File: src/rtl/bus_split_arbiter_if.sv
// Bus-arbiter signal bundle.
// Groups the master request/split lines and the arbiter grant/select
// outputs so they can be passed as one port.
//   m1_req, m2_req   : master bus requests
//   split            : slave splits the current owner's transaction (pulse)
//   split_release    : bit k resumes parked master k+1 (pulse)
//   m1_grant, m2_grant : ownership indications
//   M_select         : 00 none, 01 M1, 10 M2 (bus mux steering)
//   split_status     : bit k = master k+1 parked by split
// Modports: slave = arbiter side, master = requester/bus side.
interface bus_split_arbiter_if;
    logic       m1_req;
    logic       m2_req;
    logic       split;
    logic [1:0] split_release;
    logic       m1_grant;
    logic       m2_grant;
    logic [1:0] M_select;
    logic [1:0] split_status;

    modport slave (
        input  m1_req, m2_req, split, split_release,
        output m1_grant, m2_grant, M_select, split_status
    );

    modport master (
        output m1_req, m2_req, split, split_release,
        input  m1_grant, m2_grant, M_select, split_status
    );
endinterface

File: src/rtl/bus_split_arbiter.sv
// Two-master bus arbiter with fixed M1 priority from IDLE, hold-until-release
// ownership, slave split parking and an anti-starvation hold timeout.
// Ports:
//   clk  : bus clock, rising edge
//   rst  : asynchronous active-high reset
//   bus  : bus_split_arbiter_if.slave (requests, split controls, grants,
//          M_select, split_status); all outputs are registered state.
//
//   state  | meaning
//   IDLE   | nobody owns the bus
//   OWN_M1 | master 1 owns the bus
//   OWN_M2 | master 2 owns the bus
module bus_split_arbiter #(
    parameter int TIMEOUT_CYCLES = 64,
    parameter int CNT_W          = 8
) (
    input  logic                 clk,
    input  logic                 rst,
    bus_split_arbiter_if.slave   bus
);

    // Encoding doubles as the M_select code, so the outputs come straight
    // from the state register; 2'b11 is unreachable.
    localparam logic [1:0] IDLE   = 2'b00;
    localparam logic [1:0] OWN_M1 = 2'b01;
    localparam logic [1:0] OWN_M2 = 2'b10;

    localparam logic [CNT_W-1:0] TMO_LAST = CNT_W'(TIMEOUT_CYCLES - 1);

    logic [1:0]       r_state;
    logic [1:0]       w_state_nxt;
    logic [CNT_W-1:0] r_cnt;
    logic [CNT_W-1:0] w_cnt_nxt;
    logic [1:0]       r_split;
    logic [1:0]       w_split_nxt;
    logic [1:0]       w_split_set;
    logic             w_elig1;
    logic             w_elig2;

    assign w_elig1 = bus.m1_req & ~r_split[0];
    assign w_elig2 = bus.m2_req & ~r_split[1];

    always_comb begin
        w_state_nxt = r_state;
        w_cnt_nxt   = r_cnt;
        w_split_set = 2'b00;
        case (r_state)
            IDLE: begin
                if (w_elig1)
                    w_state_nxt = OWN_M1;
                else if (w_elig2)
                    w_state_nxt = OWN_M2;
            end
            OWN_M1: begin
                // split outranks req-drop and timeout
                if (bus.split) begin
                    w_split_set[0] = 1'b1;
                    w_state_nxt    = w_elig2 ? OWN_M2 : IDLE;
                end else if (!bus.m1_req || (w_elig2 && r_cnt == TMO_LAST)) begin
                    w_state_nxt = w_elig2 ? OWN_M2 : IDLE;
                end else if (w_elig2) begin
                    w_cnt_nxt = r_cnt + CNT_W'(1);
                end
            end
            OWN_M2: begin
                if (bus.split) begin
                    w_split_set[1] = 1'b1;
                    w_state_nxt    = w_elig1 ? OWN_M1 : IDLE;
                end else if (!bus.m2_req || (w_elig1 && r_cnt == TMO_LAST)) begin
                    w_state_nxt = w_elig1 ? OWN_M1 : IDLE;
                end else if (w_elig1) begin
                    w_cnt_nxt = r_cnt + CNT_W'(1);
                end
            end
            default: w_state_nxt = IDLE;
        endcase

        // every change of owner starts a fresh hold window
        if (w_state_nxt != r_state)
            w_cnt_nxt = '0;

        // a set on the same edge as a release wins
        w_split_nxt = w_split_set | (r_split & ~bus.split_release);
    end

    always_ff @(posedge clk or posedge rst) begin
        if (rst) begin
            r_state <= IDLE;
            r_cnt   <= '0;
            r_split <= 2'b00;
        end else begin
            r_state <= w_state_nxt;
            r_cnt   <= w_cnt_nxt;
            r_split <= w_split_nxt;
        end
    end

    assign bus.m1_grant     = (r_state == OWN_M1);
    assign bus.m2_grant     = (r_state == OWN_M2);
    assign bus.M_select     = r_state;
    assign bus.split_status = r_split;

endmodule

File: src/flat_wrapper.sv
// flat-port wrapper written by rule: the top's interface ports become plain ports
module bus_split_arbiter_flat 
#(
    parameter int TIMEOUT_CYCLES = 64,
    parameter int CNT_W          = 8
)
  (clk, rst, bus_m1_req, bus_m2_req, bus_split, bus_split_release, bus_m1_grant, bus_m2_grant, bus_M_select, bus_split_status);
  bus_split_arbiter_if bus_i ();
  input  logic clk;
  input  logic rst;
  input wire logic [$bits(bus_i.m1_req)-1:0] bus_m1_req;
  input wire logic [$bits(bus_i.m2_req)-1:0] bus_m2_req;
  input wire logic [$bits(bus_i.split)-1:0] bus_split;
  input wire logic [$bits(bus_i.split_release)-1:0] bus_split_release;
  output wire logic [$bits(bus_i.m1_grant)-1:0] bus_m1_grant;
  output wire logic [$bits(bus_i.m2_grant)-1:0] bus_m2_grant;
  output wire logic [$bits(bus_i.M_select)-1:0] bus_M_select;
  output wire logic [$bits(bus_i.split_status)-1:0] bus_split_status;
  assign bus_i.m1_req = bus_m1_req;
  assign bus_i.m2_req = bus_m2_req;
  assign bus_i.split = bus_split;
  assign bus_i.split_release = bus_split_release;
  assign bus_m1_grant = bus_i.m1_grant;
  assign bus_m2_grant = bus_i.m2_grant;
  assign bus_M_select = bus_i.M_select;
  assign bus_split_status = bus_i.split_status;
  bus_split_arbiter #(.TIMEOUT_CYCLES(TIMEOUT_CYCLES), .CNT_W(CNT_W)) u_core (.clk(clk), .rst(rst), .bus(bus_i));
endmodule
File: config.mk
export PLATFORM = sky130hd
export DESIGN_NAME = bus_split_arbiter_flat
export DESIGN_NICKNAME = d
export VERILOG_FILES = /design/src/rtl/bus_split_arbiter_if.sv /design/src/rtl/bus_split_arbiter.sv /design/src/flat_wrapper.sv
export SDC_FILE = /design/constraint.sdc
export NUM_CORES = 1
export LEC_CHECK = 0
export CORE_MARGIN = 2
export CORE_UTILIZATION = 50
export CTS_BUF_LIST = sky130_fd_sc_hd__clkbuf_16
export DETAILED_ROUTE_END_ITERATION = 7
export MAX_ROUTING_LAYER = met4
export PLACE_DENSITY = 0.76
export SETUP_SLACK_MARGIN = 0.15
export SLEW_MARGIN = 20
export SYNTH_ARGS = -nofsm -noshare
export SYNTH_HDL_FRONTEND = slang
export SYNTH_SLANG_ARGS = --single-unit
File: constraint.sdc
create_clock -name clk -period 2.42 [get_ports clk]
set_input_delay 0.726 -clock clk [delete_from_list [all_inputs] [get_ports clk]]
set_output_delay 0.726 -clock clk [all_outputs]
set_load 0.01 [all_outputs]
# ---- Word-level counts from Yosys, hierarchy flattened
# Index checks and enable logic that the tools add are counted.
dict set report totals {
  register_bits 12
  latchBits 0
  ramBits 0
  rom_bits 0
  in_bits 7
  output_inout_bits 6
  memories 0
}
dict set report op_classes {
  addsub 1
  mul 0
  div 0
  order_cmp 0
  eq_ne 10
  shift 0
  muxes 20
  bitwise_logic 7
  n_reduce_logical 9
}
# operator n
set op_table {}
lappend op_table {{$mux W8} 7}
lappend op_table {{$pmux W8 S2} 1}
lappend op_table {{$mux W2} 7}
lappend op_table {{$add A8 B1 Y8 const B} 1}
lappend op_table {{$eq A8 B6 Y1 const B} 1}
lappend op_table {{$reduce_and A7 Y1} 1}
lappend op_table {{$ne A3 B1 Y1 const B} 2}
lappend op_table {{$ne A3 B2 Y1 const B} 2}
lappend op_table {{$ne A3 B3 Y1 const B} 2}
lappend op_table {{$pmux W2 S3} 1}
lappend op_table {{$mux W1} 4}
lappend op_table {{$reduce_bool A3 Y1} 1}
lappend op_table {{$and A1 B1 Y1} 2}
lappend op_table {{$and A2 B2 Y2} 1}
lappend op_table {{$eq A2 B1 Y1 const B} 1}
lappend op_table {{$eq A2 B2 Y1 const B} 1}
lappend op_table {{$logic_and A1 B1 Y1} 2}
lappend op_table {{$logic_not A1 Y1} 2}
lappend op_table {{$logic_not A2 Y1} 1}
lappend op_table {{$logic_or A1 B1 Y1} 2}
lappend op_table {{$ne A2 B2 Y1} 1}
lappend op_table {{$not A1 Y1} 2}
lappend op_table {{$not A2 Y2} 1}
lappend op_table {{$or A2 B2 Y2} 1}

# ---- Logic depth before layout (Yosys ltp)
dict set report depth {
  depth_word 10
  mapped_depth 6
  mapped_depth_nobuf 5
}

# ---- Worst setup path after synthesis
# OpenSTA, ideal clock, no wires.
dict set report synth_timing {
  kind {input port to flip-flop}
  start {input port bus_m2_req}
  end {register u_core.r_cnt[5]}
  setup_time_ps 164
  arrival_time_ps 1692
  required_ps 2256
  path_slack_ps 564
  stages 4
  path_buffers 0
  cell_sequence {nor2b_1 > nand3_1 > a211oi_1 > a211oi_1}
}
dict set report synth_via {
  elab_chain_len 9
  word_cells_on_any_way 23
}
# element line_no
set synth_lines {}
lappend synth_lines {{from (decl)} flat_wrapper.sv:12} ;# input wire logic [$bits(bus_i.m2_req)-1:0] bus_m2_req;
lappend synth_lines {{$and A1 B1 Y1} bus_split_arbiter.sv:41} ;# assign w_elig2 = bus.m2_req & ~r_split[1];
lappend synth_lines {{$logic_and A1 B1 Y1} bus_split_arbiter.sv:59} ;# end else if (!bus.m1_req || (w_elig2 && r_cnt == TMO_LAST)) begin
lappend synth_lines {{$logic_or A1 B1 Y1} bus_split_arbiter.sv:59}
lappend synth_lines {{$mux W2} bus_split_arbiter.sv:59}
lappend synth_lines {{$mux W2} bus_split_arbiter.sv:56} ;# if (bus.split) begin
lappend synth_lines {{$pmux W2 S3} bus_split_arbiter.sv:47} ;# case (r_state)
lappend synth_lines {{$ne A2 B2 Y1} bus_split_arbiter.sv:79} ;# if (w_state_nxt != r_state)
lappend synth_lines {{$ne A3 B1 Y1 (no line), or another cell as far along} n/a}
lappend synth_lines {{$reduce_and A7 Y1 (no line)} n/a}
lappend synth_lines {{to (signal assigned)} bus_split_arbiter.sv:93} ;# r_cnt <= w_cnt_nxt;
lappend synth_lines {{to (decl)} bus_split_arbiter.sv:32} ;# logic [CNT_W-1:0] r_cnt;
# Several ways; a longest one is shown, not always the timed one.
# A chain may end at the register's enable or synchronous reset.

# ---- Worst setup path after layout
dict set report layout_timing {
  start {register u_core.r_state[1], in the netlist u_core.bus.M_select[1]}
  end {output port bus_m1_grant}
}
dict set report layout_via {
  elab_chain_len 1
}
# element line_no
set layout_lines {}
lappend layout_lines {{from (decl)} bus_split_arbiter.sv:30} ;# logic [1:0] r_state;
lappend layout_lines {{from (signal assigned)} bus_split_arbiter.sv:92} ;# r_state <= w_state_nxt;
lappend layout_lines {{$eq A2 B1 Y1} bus_split_arbiter.sv:98} ;# assign bus.m1_grant = (r_state == OWN_M1);
lappend layout_lines {{to (decl)} flat_wrapper.sv:15} ;# output wire logic [$bits(bus_i.m1_grant)-1:0] bus_m1_grant;
# Every way passes these cells.

==> results.yml <==
setup_path:
  crit_fanout: 10
  path_depth: 2
  cp_cell_sequence: "and2b_2 > clkdlybuf4s50_1"
  worstPathArrival_ns: 1.50
  critPathKind: "register to primary output"
  reg2reg_from: "u_core.r_cnt[0]"
  rrSetupSlack_ns: 0.42
  reg2reg_to: "u_core.r_cnt[3]"
  cp.buffers_inverters: 1
  rr_worst_depth: 5
  crit_path_max_incr_delay_ns: 0.53
  cp.required_ns: 1.69
  crit_slowest_cell: "clkdlybuf4s50_1"
  cp_top_family: "buffers and inverters"
  worst_setup_path_start_kind: "register"
  cp-end-kind: "primary output"
placement:
  place_inst: 108
  dp_hpwl_mm: 1.13
  place_congestion: 0.778
  io_buffer_count: 12
run:
  maxCapViolations: 0
global_route:
  grt_antenna_before_repair: 0
  grt_pass1_vias: 648
  grt_pass1_wl_mm: 2.90
  grt_overflow: 0
  grt_usage: 0.222
  grt_max_degree: 15
route:
  wl_mm: 1.61
  ant_nets: 0
  first_pass_iters: 4
  avgRoutedWirePerCell_um: 14.5
  viasPerCell: 5.98
  num_vias: 664
  drt_iter0_drc: 6
  drc: 0
floorplanning:
  die_height_um: 42.6
  core_um2: 1350
  dieArea_um2: 1810
  start_util: 0.551
  core.rowCount: 13
  die_x_um: 42.6
  ios: 13
sta:
  period_needed_ns: 2.23
  drv_slew: 0
  finalSetupViolCount: 0
  hold_viol: 0
  fin_skew_ns: 0.00365
  tns_ns: 0
  min_period_over_period: 0.921
  maxSlewHeadroom: 0.685
  tightestPinTransition_ns: 0.472
  fmax_mhz: 449
  rsz0062_at_grt: "no"
run_status:
  status: "finished, final reports clean"
clock_network:
  cts.clk_slew.worst_paths_ns: 0.04
  numCtsBuffers: 3
  cts_hold_buf: 0
  htree_levels: 1
  cts_root_buf: "clkbuf_16"
  post_cts_buffers: 0
  tritoncts: "yes"
  clock_latency_ns: 0.24
  cts_num_sinks: 12
  clockBufferDepth: 2
power_and_ir_drop:
  p_seq_frac: 0.324
  combPwrFrac: 0.344
  clockPowerShare: 0.332
  power.internal_uw: 615
  p_leak_nw: 0.368
  pwr_density_cell_nw_per_um2: 927
  switchingPower_uw: 277
  ir_drop_mv: 0.667
  p_sw_frac: 0.310
synthesis:
  yosys_warnings: 0
  ys_seq_area_frac: 0.404
  avgSynthCellArea_um2: 9.18
  syn-instance-count: 81
  synth_fp_nets: 89
  synth-seq-cells: 12
  synthDistinctLibCells: 32
  syn_area_um2: 743
cells_and_area:
  layout.nets: 106
  instances_no_fill: 111
  n_fill_cell: 99
  antennaDiodeCount: 0
  final_cell_mix: "clkdlybuf4s50_1, dfrtp_1, a21oi_1"
  drive_above_1_share: 0.125
  final_util: 0.713
  syn_to_final_growth_pct: 29.5
worst_hold_path:
  hold_depth: 1
  hold-path-endpoint: "u_core.r_cnt[5]"
  hold_start: "u_core.r_cnt[5]"
  hold_path_class: "register to register"
[routing by layer]
| metal | track usage | vias up | part of all wire |
|---|---|---|---|
| met1 | 0.275 | 312 | 0.49 |
| met3 | 0.0776 | 5 | 0.038 |
| met5 | - | - | 0 |
| met4 | 0.0750 | 0 | 0.018 |
| li1 | - | 336 | - |
| met2 | 0.335 | 11 | 0.45 |
[through the flow]
stage / setup slack [ns] / instance area [um^2] / hold WS, ns / power (mW)
finish: 0.191 / 962 / 0.535 / 0.892
global route: 0.154 / 962 / 0.554 / 0.945
CTS: 0.186 / 961 / 0.529 / 0.899
detailed placement: 0.000626 / 886 / 0.521 / 0.596
global placement: 0.0584 / 886 / 0.528 / 0.590
floorplan: 0.564 / 743 / 0.486 / 0.436
[sequential cells by signal, summed over array words and instances (netlist names)]
name	count
u_core.r_cnt	8
u_core.bus.split_status	2
u_core.bus.M_select	2
[worst max path at each step]
stage / from / end / slack [ns]
final: u_core.bus.M_select[1] / bus_m1_grant / 0.19
after detailed placement: bus_m1_req / u_core.r_cnt[7] / 0.0006
after global routing: u_core.bus.M_select[1] / bus_m1_grant / 0.15
after global placement: bus_m1_req / u_core.r_cnt[7] / 0.06
after floorplan: bus_m2_req / u_core.r_cnt[5] / 0.56
after CTS: u_core.bus.M_select[1] / bus_m1_grant / 0.19
[cells by family (layout without fill, tap and decap cells)]
| kind of cell | Yosys count | count (layout) | synth area share |
|---|---|---|---|
| buf+inv | 8 | 23 | 0.0505 |
| fa+ha+maj | 1 | 1 | 0.0168 |
| compound gates | 26 | 26 | 0.215 |
| flops | 12 | 12 | 0.404 |
| simple gates | 34 | 34 | 0.313 |
[synth_stat cells]
cell	number	area, um^2
clkbuf_1	2	7.51
nand4bb_1	1	11.3
nor3b_1	2	15.0
nand2b_1	2	12.5
or3_1	1	6.26
and2_1	1	6.26
and4bb_2	1	12.5
a21oi_1	8	40.0
ha_1	1	12.5
nor3_1	1	5.00
inv_1	5	18.8
a2bb2oi_1	1	8.76
a21o_1	1	7.51
buf_6	1	11.3
nand3_1	5	25.0
and2b_2	2	17.5
or4_1	4	30.0
and3_1	1	6.26
nor2_1	1	3.75
a41oi_1	1	8.76
dfrtp_1	12	300
nor4_1	1	6.26
o21ai_0	7	35.0
o31ai_1	4	30.0
nand3b_1	3	22.5
a31oi_1	1	6.26
a21oi_2	1	8.76
nor2b_1	2	12.5
or3b_1	2	17.5
nand2_1	3	11.3
or4_4	1	11.3
a211oi_1	2	15.0
[final cells by class]
type,instances,area (um^2),area share
Clock buffer,3,75.1,0.0780
Inverter,5,18.8,0.0195
Multi-Input combinational cell,61,407,0.423
Sequential cell,12,300,0.312
Tap cell,15,18.8,0.0195
Timing Repair Buffer,15,143,0.148
[power groups by stage]
stage               sequential (mW)  combinational [mW]  clock, mW
global route                  0.298               0.338      0.309
global placement              0.290               0.299          0
detailed placement            0.292               0.304          0
CTS                           0.289               0.308      0.302
floorplan                     0.291               0.145          0
finish                        0.289               0.307      0.296
[what timing repair did]
item                                    CTS  global route
hold endpoints to repair                  0             0
resized for setup                         0             1
endpoints found under the setup margin    0             2
Note: power is estimated with default switching activity, not from simulation.
